<file path="src/rtl/dmem_arbiter_if.sv">
// Signal bundle around dmem_arbiter: core load/store ports, external master port and
// data-RAM port. The arbiter connects through the slave modport, its environment through master.
interface dmem_arbiter_if #(
    parameter int ADDR_W = 12
);
    logic              core_rd_req;
    logic [31:0]       core_rd_addr;
    logic [31:0]       core_rd_data;
    logic              core_wr_req;
    logic [3:0]        core_wr_sel;
    logic [31:0]       core_wr_addr;
    logic [31:0]       core_wr_data;
    logic              core_hold_o;

    logic              ext_req;
    logic              ext_we;
    logic [3:0]        ext_sel;
    logic [31:0]       ext_addr;
    logic [31:0]       ext_wdata;
    logic              ext_ack;
    logic [31:0]       ext_rdata;

    logic              ram_en;
    logic [3:0]        ram_we;
    logic [ADDR_W-1:0] ram_addr;
    logic [31:0]       ram_wdata;
    logic [31:0]       ram_rdata;

    // Arbiter FSM state, exported for observation only.
    logic [1:0]        dbg_state;

    modport slave (
        input  core_rd_req, core_rd_addr, core_wr_req, core_wr_sel, core_wr_addr, core_wr_data,
        input  ext_req, ext_we, ext_sel, ext_addr, ext_wdata,
        input  ram_rdata,
        output core_rd_data, core_hold_o,
        output ext_ack, ext_rdata,
        output ram_en, ram_we, ram_addr, ram_wdata,
        output dbg_state
    );

    modport master (
        output core_rd_req, core_rd_addr, core_wr_req, core_wr_sel, core_wr_addr, core_wr_data,
        output ext_req, ext_we, ext_sel, ext_addr, ext_wdata,
        output ram_rdata,
        input  core_rd_data, core_hold_o,
        input  ext_ack, ext_rdata,
        input  ram_en, ram_we, ram_addr, ram_wdata,
        input  dbg_state
    );
endinterface

</file>
<file path="src/rtl/dmem_arbiter.sv">
// Shares one single-port synchronous data RAM between the core load port, the core store
// port and an external master, stalling the core and bounding external-master starvation.
module dmem_arbiter #(
    parameter int ADDR_W     = 12,
    parameter int STARVE_MAX = 4
) (
    input  logic         clk,
    input  logic         rst,
    dmem_arbiter_if.slave bus
);
    // Handshakes: the core holds core_rd_req/core_wr_req and their operands stable while
    // core_hold_o=1; a core request completes in the first cycle it is asserted with
    // core_hold_o=0. The external master holds ext_req and its operands until the single
    // ext_ack cycle; ext_req seen during that ack cycle does not start a new access.

    typedef enum logic [1:0] {
        IDLE     = 2'd0,
        CORE_RD  = 2'd1,
        EXT_BUSY = 2'd2,
        EXT_ACK  = 2'd3
    } state_t;

    localparam logic [3:0] STARVE_LIM = 4'(STARVE_MAX);

    state_t      state, state_nxt;
    logic        wr_done, wr_done_nxt;
    logic [3:0]  starve_cnt, starve_nxt;
    logic        ext_rd, ext_rd_nxt;
    logic [31:0] ext_rdata_q, ext_rdata_nxt;

    logic        wr_pend;
    logic        core_pend;
    logic        ext_win;
    logic        ext_grant;
    logic        core_grant;

    logic              ram_en_c;
    logic [3:0]        ram_we_c;
    logic [ADDR_W-1:0] ram_addr_c;
    logic [31:0]       ram_wdata_c;
    logic              hold_c;
    logic              ack_c;
    logic [31:0]       rd_data_c;

    // Byte-offset and out-of-range address bits are intentionally ignored.
    logic unused_addr_bits;
    assign unused_addr_bits = ^{bus.core_rd_addr[31:ADDR_W+2], bus.core_rd_addr[1:0],
                                bus.core_wr_addr[31:ADDR_W+2], bus.core_wr_addr[1:0],
                                bus.ext_addr[31:ADDR_W+2],     bus.ext_addr[1:0]};

    assign wr_pend   = bus.core_wr_req & ~wr_done;
    assign core_pend = bus.core_rd_req | wr_pend;
    assign ext_win   = bus.ext_req & (~core_pend | (starve_cnt == STARVE_LIM));

    always_ff @(posedge clk or negedge rst) begin
        if (!rst) begin
            state       <= IDLE;
            wr_done     <= 1'b0;
            starve_cnt  <= 4'd0;
            ext_rd      <= 1'b0;
            ext_rdata_q <= 32'd0;
        end else begin
            state       <= state_nxt;
            wr_done     <= wr_done_nxt;
            starve_cnt  <= starve_nxt;
            ext_rd      <= ext_rd_nxt;
            ext_rdata_q <= ext_rdata_nxt;
        end
    end

    always_comb begin
        state_nxt     = state;
        wr_done_nxt   = wr_done;
        ext_rd_nxt    = ext_rd;
        ext_rdata_nxt = ext_rdata_q;
        ram_en_c      = 1'b0;
        ram_we_c      = 4'd0;
        ram_addr_c    = '0;
        ram_wdata_c   = 32'd0;
        hold_c        = 1'b0;
        ack_c         = 1'b0;
        rd_data_c     = 32'd0;
        ext_grant     = 1'b0;
        core_grant    = 1'b0;

        case (state)
            IDLE: begin
                if (ext_win) begin
                    ext_grant   = 1'b1;
                    ram_en_c    = 1'b1;
                    ram_we_c    = bus.ext_we ? bus.ext_sel : 4'd0;
                    ram_addr_c  = bus.ext_addr[ADDR_W+1:2];
                    ram_wdata_c = bus.ext_wdata;
                    ext_rd_nxt  = ~bus.ext_we;
                    hold_c      = core_pend;
                    state_nxt   = EXT_BUSY;
                end else if (wr_pend) begin
                    // The store lands this cycle; only a pending load keeps the core stalled.
                    core_grant  = 1'b1;
                    ram_en_c    = 1'b1;
                    ram_we_c    = bus.core_wr_sel;
                    ram_addr_c  = bus.core_wr_addr[ADDR_W+1:2];
                    ram_wdata_c = bus.core_wr_data;
                    hold_c      = bus.core_rd_req;
                    wr_done_nxt = bus.core_rd_req;
                end else if (bus.core_rd_req) begin
                    core_grant  = 1'b1;
                    ram_en_c    = 1'b1;
                    ram_addr_c  = bus.core_rd_addr[ADDR_W+1:2];
                    hold_c      = 1'b1;
                    state_nxt   = CORE_RD;
                end
            end
            CORE_RD: begin
                rd_data_c = bus.ram_rdata;
                state_nxt = IDLE;
            end
            EXT_BUSY: begin
                if (ext_rd) begin
                    ext_rdata_nxt = bus.ram_rdata;
                end
                hold_c    = core_pend;
                state_nxt = EXT_ACK;
            end
            EXT_ACK: begin
                ack_c     = 1'b1;
                hold_c    = core_pend;
                state_nxt = IDLE;
            end
            default: begin
                state_nxt = IDLE;
            end
        endcase

        if (!hold_c) begin
            wr_done_nxt = 1'b0;
        end
    end

    // Counts core grants that overtook a waiting external request.
    always_comb begin
        starve_nxt = starve_cnt;
        if (!bus.ext_req || ext_grant) begin
            starve_nxt = 4'd0;
        end else if (core_grant && (starve_cnt != STARVE_LIM)) begin
            starve_nxt = starve_cnt + 4'd1;
        end
    end

    // Combinational outputs are forced low while reset is asserted.
    always_comb begin
        bus.ram_en       = rst & ram_en_c;
        bus.ram_we       = rst ? ram_we_c    : 4'd0;
        bus.ram_addr     = rst ? ram_addr_c  : '0;
        bus.ram_wdata    = rst ? ram_wdata_c : 32'd0;
        bus.core_hold_o  = rst & hold_c;
        bus.core_rd_data = rst ? rd_data_c   : 32'd0;
        bus.ext_ack      = rst & ack_c;
        bus.ext_rdata    = ext_rdata_q;
        bus.dbg_state    = state;
    end

endmodule

</file>
<file path="src/flat_wrapper.sv">
// flat-port wrapper written by rule: the top's interface ports become plain ports
module dmem_arbiter_flat 
#(
    parameter int ADDR_W     = 12,
    parameter int STARVE_MAX = 4
)
  (clk, rst, bus_core_rd_req, bus_core_rd_addr, bus_core_wr_req, bus_core_wr_sel, bus_core_wr_addr, bus_core_wr_data, bus_ext_req, bus_ext_we, bus_ext_sel, bus_ext_addr, bus_ext_wdata, bus_ram_rdata, bus_core_rd_data, bus_core_hold_o, bus_ext_ack, bus_ext_rdata, bus_ram_en, bus_ram_we, bus_ram_addr, bus_ram_wdata, bus_dbg_state);
  dmem_arbiter_if #(.ADDR_W(ADDR_W)) bus_i ();
  input  logic clk;
  input  logic rst;
  input wire logic [$bits(bus_i.core_rd_req)-1:0] bus_core_rd_req;
  input wire logic [$bits(bus_i.core_rd_addr)-1:0] bus_core_rd_addr;
  input wire logic [$bits(bus_i.core_wr_req)-1:0] bus_core_wr_req;
  input wire logic [$bits(bus_i.core_wr_sel)-1:0] bus_core_wr_sel;
  input wire logic [$bits(bus_i.core_wr_addr)-1:0] bus_core_wr_addr;
  input wire logic [$bits(bus_i.core_wr_data)-1:0] bus_core_wr_data;
  input wire logic [$bits(bus_i.ext_req)-1:0] bus_ext_req;
  input wire logic [$bits(bus_i.ext_we)-1:0] bus_ext_we;
  input wire logic [$bits(bus_i.ext_sel)-1:0] bus_ext_sel;
  input wire logic [$bits(bus_i.ext_addr)-1:0] bus_ext_addr;
  input wire logic [$bits(bus_i.ext_wdata)-1:0] bus_ext_wdata;
  input wire logic [$bits(bus_i.ram_rdata)-1:0] bus_ram_rdata;
  output wire logic [$bits(bus_i.core_rd_data)-1:0] bus_core_rd_data;
  output wire logic [$bits(bus_i.core_hold_o)-1:0] bus_core_hold_o;
  output wire logic [$bits(bus_i.ext_ack)-1:0] bus_ext_ack;
  output wire logic [$bits(bus_i.ext_rdata)-1:0] bus_ext_rdata;
  output wire logic [$bits(bus_i.ram_en)-1:0] bus_ram_en;
  output wire logic [$bits(bus_i.ram_we)-1:0] bus_ram_we;
  output wire logic [$bits(bus_i.ram_addr)-1:0] bus_ram_addr;
  output wire logic [$bits(bus_i.ram_wdata)-1:0] bus_ram_wdata;
  output wire logic [$bits(bus_i.dbg_state)-1:0] bus_dbg_state;
  assign bus_i.core_rd_req = bus_core_rd_req;
  assign bus_i.core_rd_addr = bus_core_rd_addr;
  assign bus_i.core_wr_req = bus_core_wr_req;
  assign bus_i.core_wr_sel = bus_core_wr_sel;
  assign bus_i.core_wr_addr = bus_core_wr_addr;
  assign bus_i.core_wr_data = bus_core_wr_data;
  assign bus_i.ext_req = bus_ext_req;
  assign bus_i.ext_we = bus_ext_we;
  assign bus_i.ext_sel = bus_ext_sel;
  assign bus_i.ext_addr = bus_ext_addr;
  assign bus_i.ext_wdata = bus_ext_wdata;
  assign bus_i.ram_rdata = bus_ram_rdata;
  assign bus_core_rd_data = bus_i.core_rd_data;
  assign bus_core_hold_o = bus_i.core_hold_o;
  assign bus_ext_ack = bus_i.ext_ack;
  assign bus_ext_rdata = bus_i.ext_rdata;
  assign bus_ram_en = bus_i.ram_en;
  assign bus_ram_we = bus_i.ram_we;
  assign bus_ram_addr = bus_i.ram_addr;
  assign bus_ram_wdata = bus_i.ram_wdata;
  assign bus_dbg_state = bus_i.dbg_state;
  dmem_arbiter #(.ADDR_W(ADDR_W), .STARVE_MAX(STARVE_MAX)) u_core (.clk(clk), .rst(rst), .bus(bus_i));
endmodule
</file>
<file path="config.mk">
export PLATFORM = sky130hd
export DESIGN_NAME = dmem_arbiter_flat
export DESIGN_NICKNAME = d
export VERILOG_FILES = /design/src/rtl/dmem_arbiter_if.sv /design/src/rtl/dmem_arbiter.sv /design/src/flat_wrapper.sv
export SDC_FILE = /design/constraint.sdc
export NUM_CORES = 1
export LEC_CHECK = 0
export BUFFER_PORTS_ARGS = -buffer_cell sky130_fd_sc_hd__buf_4
export CAP_MARGIN = 25
export CORE_AREA = 2 2 127 129
export CTS_CLUSTER_SIZE = 8
export DETAILED_ROUTE_END_ITERATION = 10
export DIE_AREA = 0 0 129 131
export SLEW_MARGIN = 20
export SYNTH_ARGS = -nofsm -noshare
export SYNTH_HDL_FRONTEND = slang
export SYNTH_SLANG_ARGS = --single-unit
export TNS_END_PERCENT = 20
</file>
<file path="constraint.sdc">
create_clock -name clk -period 1.95 [get_ports clk]
set_input_delay 0.39 -clock clk [delete_from_list [all_inputs] [get_ports clk]]
set_output_delay 0.39 -clock clk [all_outputs]
set_load 0.05 [all_outputs]
</file>
* Yosys cells after proc, flatten, opt, wreduce, memory -nomap -nowiden
Index checks and enable logic that the tools add are counted.
** Word-level totals
- Register bits after elaboration :: 40
- Bits of input ports :: 206
- Output and inout bits :: 117
- Logic and storage cells :: 75
** Operators by class
- $add $sub $neg :: 1
- Equality and inequality tests :: 10
- Multiplexer cells :: 38
- Bitwise gates (word level) :: 10
- Reduce and logical (&&, ||, !) cells :: 11
** Operators by type and width (count)
- 32-bit two-way mux :: 6
- 12-bit two-way mux :: 5
- 4-bit two-way mux :: 7
- 1-bit two-way mux :: 15
- 2-bit two-way mux :: 3
- 2-bit case mux with 3 select lines :: 1
- 2-bit AND reduction :: 3
- 1-bit bitwise AND :: 5
- 4-bit by 1-bit adder with 4-bit output, second input constant :: 1
- 2-bit equality test, second input constant :: 2
- 4-bit by 3-bit equality test with 1-bit output, second input constant :: 1
- 2-bit inequality test, second input constant :: 2
- 4-bit by 3-bit inequality test with 1-bit output, second input constant :: 1
- 2-bit OR reduction :: 2
- 3-bit by 2-bit inequality test with 1-bit output, second input constant :: 1
- 3-bit inequality test, second input constant :: 1
- 1-bit inverter :: 3
- 3-bit AND reduction :: 1
- 2-bit by 1-bit equality test with 1-bit output, second input constant :: 1
- 2-bit zero test :: 1
- 2-bit by 1-bit inequality test with 1-bit output, second input constant :: 1
- 1-bit OR :: 2
- 1-bit case mux with 2 select lines :: 1
- 2-bit nonzero test :: 1
- 3 further kinds :: 3

* Depth between registers and ports, before layout
- Depth after elaboration :: 11
- Mapped depth :: 7
- Mapped depth without buffers :: 6

* Least setup slack after synthesis
No wires, ideal clock.
- Path kind :: register -> output
- Start point :: reg u_core.starve_cnt[0]
- End point :: out bus_ram_addr[0]
- Arrival time :: 2.520 ns
- Required time :: 1.560 ns
- Slack :: -0.960 ns
- Stages on the path, launching flop included :: 8
- Path buffers :: 1
- Cell sequence :: dfrtp_1 inv_1 ha_1 and4b_4 a31oi_4 buf_2 nor2_1 a311oi_1
** On the way
- Cells in the longest elaborated chain, start to end :: 6
** RTL lines
- start: declaration :: line dmem_arbiter.sv:27 : logic [3:0] starve_cnt, starve_nxt;
- start signal: assignment :: line dmem_arbiter.sv:65 : starve_cnt <= starve_nxt;
- 4-bit by 3-bit equality test with 1-bit output :: line dmem_arbiter.sv:53 : assign ext_win = bus.ext_req & (~core_pend | (starve_cnt == STARVE_LIM));
- 1-bit OR :: line dmem_arbiter.sv:53
- 1-bit bitwise AND :: line dmem_arbiter.sv:53
- 12-bit two-way mux :: line dmem_arbiter.sv:88 : if (ext_win) begin
- 12-bit two-way mux :: line dmem_arbiter.sv:86 : case (state)
- 12-bit two-way mux :: line dmem_arbiter.sv:154 : bus.ram_addr = rst ? ram_addr_c : '0;
- end: declaration :: line flat_wrapper.sv:29 : output wire logic [$bits(bus_i.ram_addr)-1:0] bus_ram_addr;
Every way passes these cells.

* Final worst setup path
- Start point :: reg u_core.starve_cnt[0]
- End point :: out bus_ram_addr[7]
The elaborated chain is that of the path after synthesis.

==> flow_summary.json <==
{
  "met1_length_mm": 4.53,
  "fin_nets": 767,
  "antennaDiodeCount": 0,
  "synth_area_per_cell_um2": 9.77,
  "drc": 0,
  "status": "finished with violations",
  "finClkSkew_ps": 3.96,
  "cts_htree_levels": 2,
  "clk_path_buf_depth": 2,
  "powerDensity_nw_per_um2": 1320,
  "fp.coreArea_um2": 15600,
  "first_global_vias": 3393,
  "ys_ff_latch": 40,
  "hold_path.class": "input pin to async pin",
  "power.leakage_nw": 2.82,
  "portBuffers": 262,
  "seq_area_um2": 1000,
  "grt_max_degree": 34,
  "finalHoldViolCount": 0,
  "drt-initial-drc-count": 89,
  "wl_mm": 12.6,
  "ys_warn_count": 0,
  "grt_usage_pct": 14.2,
  "grt-ovfl-total": 0,
  "maxCapViolations": 0,
  "setup_tns_ps": -22190,
  "synth_top_area_share_pct": 38.4,
  "irDropWorstVdd_mv": 0.976,
  "clock_sinks": 40,
  "timing.final.max_slew_violations": 0,
  "antenna_found_initial": 0,
  "crit_type": "flip-flop to output port",
  "routed.top_layer": "met4",
  "syn_inst": 267,
  "post-route-period-util_pct": 126,
  "dp_hpwl_mm": 10.3,
  "place_congestion": 0.775,
  "grt_setup_unrepaired": "true",
  "rows": 46,
  "root_buffer": "clkbuf_16",
  "vias": 3339,
  "crit_fanout": 8,
  "multi_input_area_um2": 1920,
  "drtAntennaViolNets": 0,
  "cp_data_arrival_time_ps": 2070,
  "die_area_um2": 16900,
  "violations": "setup timing",
  "synth_cell_types": 36,
  "layout_min_cycle_time_ps": 2460,
  "drive_gt1_share_pct": 75.3,
  "synth_nets": 475,
  "fillCellCount": 1505,
  "grt_pass1_wl_mm": 18.2,
  "relSlewSlack_pct": 70.8,
  "ios": 323,
  "vias_per_cell": 4.31,
  "clkTransAtPathRegs_ps": 60,
  "setup_slack_ps": -509,
  "place_area_um2": 5450,
  "required_ps": 1560,
  "ys_seq_area_share_pct": 38.4,
  "final_cell_area_um2": 6110,
  "synth.area.top_cells": "dfrtp_1, mux2_2, a22o_1",
  "wl_per_cell_um": 16.3,
  "synth.largest_area_cell": "dfrtp_1",
  "numCtsBuffers": 5,
  "clk-insertion-delay-late_ps": 280,
  "fmax_ghz": 0.407,
  "die_width_um": 129,
  "netlist_area_um2": 2610,
  "tightest_slew_ps": 438,
  "crit_path_end_kind": "output port",
  "setup_violations": 57,
  "initial_core_util_pct": 16.7,
  "wl_met3_mm": 1.68,
  "fp.dieH_um": 131,
  "cts_tree": "yes",
  "syn_to_final_growth_pct": 134,
  "cp-start-kind": "flip-flop",
  "wl_met2_mm": 6.28,
  "first_pass_iters": 6
}
==> critical path: stages, from the launching register on <==
cell      delay (ps)
dfrtp_1          360
inv_2             60
ha_4             150
and4b_4          220
a31oi_4          270
buf_6            220
nor2_4            50
a311oi_4         260
buf_6            200
==> cells by family (layout without fill, tap and decap cells) <==
| logic type | Yosys count | count (layout) | share of synthesized area, % |
|---|---|---|---|
| AND/OR/NAND/NOR | 105 | 105 | 22.1 |
| AO/OA/AOI/OAI | 63 | 63 | 20.3 |
| flip-flops | 40 | 40 | 38.4 |
| multiplexers | 32 | 32 | 13.8 |
| buffers and inverters | 25 | 317 | 4.46 |
| adder cells (fa/ha/maj) | 2 | 2 | 0.960 |
==> through the flow <==
step | hold slack (ps) | instances | power (W) | utilization [%] | setup slack (ps)
6_report | 82.0 | 775 | 0.00806 | 39.1 | -509
5_1_grt | 99.7 | 775 | 0.00847 | 39.1 | -588
4_1_cts | 75.4 | 774 | 0.00804 | 38.4 | -512
3_5_place_dp | 370 | 762 | 0.00688 | 34.9 | -250
3_3_place_gp | 356 | 762 | 0.00682 | 34.9 | -224
2_1_floorplan | 94.4 | 267 | 0.00501 | - | -251
==> repair_timing <==
item                       in CTS  in global routing
hold buffers                    0                  0
pin swaps                       4                  7
resized for setup              99                 26
setup endpoints to repair      82                 82
setup buffers                   5                  1
==> registers in the layout, summed over array words and instances, names as in the netlist <==
register / count
u_core.bus.ext_rdata: 32
u_core.starve_cnt: 4
u_core.bus.dbg_state: 2
u_core.ext_rd: 1
u_core.wr_done: 1
==> area by class of cell <==
| type | instances | area share [%] |
|---|---|---|
| multi-input combinational | 202 | 31.4 |
| sequential | 40 | 16.4 |
| timing repair buffer | 306 | 45.2 |
| inverter | 4 | 0.287 |
| clock inverter | 2 | 0.205 |
| tap | 216 | 4.43 |
| clock buffer | 5 | 2.05 |
==> final timing paths <==
kind / startpoint / to / slack (ps) / depth (start not counted)
max: u_core.starve_cnt[0]$_DFFE_PN0P_ / bus_ram_addr[7] / -510 / 8
min: rst / u_core.wr_done$_DFFE_PN0P_ / 80 / 2
max reg2reg: u_core.starve_cnt[0]$_DFFE_PN0P_ / u_core.bus.dbg_state[0]$_DFFE_PN0P_ / 300 / 8
min reg2reg: u_core.bus.ext_rdata[2]$_DFFE_PN0P_ / u_core.bus.ext_rdata[2]$_DFFE_PN0P_ / 510 / 1
max in group asynchronous: rst / u_core.bus.ext_rdata[1]$_DFFE_PN0P_ / 1440 / 2
min in group clk: bus_ext_we / u_core.ext_rd$_DFFE_PN0P_ / 340 / 2
==> routing by layer <==
metal,track usage (%),vias up
met5,0,-
met2,25.6,178
met1,15.0,1591
li1,-,1563
met3,6.80,7
met4,3.20,0
==> report_power, final <==
| part | internal (W) | switching [W] | total [W] |
|---|---|---|---|
| Sequential | 0.00123 | 0.000206 | 0.00144 |
| Combinational | 0.00223 | 0.00359 | 0.00582 |
| Clock | 0.000465 | 0.000338 | 0.000803 |
| Total | 0.00392 | 0.00414 | 0.00806 |
==> cells in the mapped netlist <==
cell	count
a21boi_0	3
a21boi_1	4
a21oi_1	3
a22o_1	32
a2bb2oi_1	1
a311oi_1	12
a31oi_4	1
and2_1	32
and3_1	2
and4b_4	1
buf_1	2
buf_2	9
buf_4	3
clkbuf_1	7
dfrtp_1	40
ha_1	2
inv_1	4
mux2_2	32
nand2_1	24
nand2_2	1
nand2b_1	1
nand3_1	15
nand3b_1	1
nand4b_1	4
nor2_1	13
nor2_2	1
nor2_4	1
nor2b_1	3
nor3_1	2
nor3_2	2
nor3b_1	1
o211a_1	1
o21ai_0	3
o22ai_1	1
o31ai_1	2
or2_2	1
==> cell usage in the layout (no fill, tap or decap), types with 3 or more instances in the layout <==
cell / netlist / layout
mux2_2: 32 / 32
nand4b_1: 4 / 4
dfrtp_1: 40 / 38
buf_12: 0 / 8
clkbuf_16: 0 / 5
a311oi_4: 0 / 12
and2_1: 32 / 29
buf_8: 0 / 8
nand3_1: 15 / 15
nor2b_1: 3 / 3
nand2_1: 24 / 23
and2_4: 0 / 3
a21boi_0: 3 / 3
nor2_2: 1 / 3
buf_6: 0 / 80
buf_4: 3 / 210
a22o_2: 0 / 28
nor2_4: 1 / 10
a21boi_4: 0 / 4
Note: power is estimated with default switching activity, not from simulation.
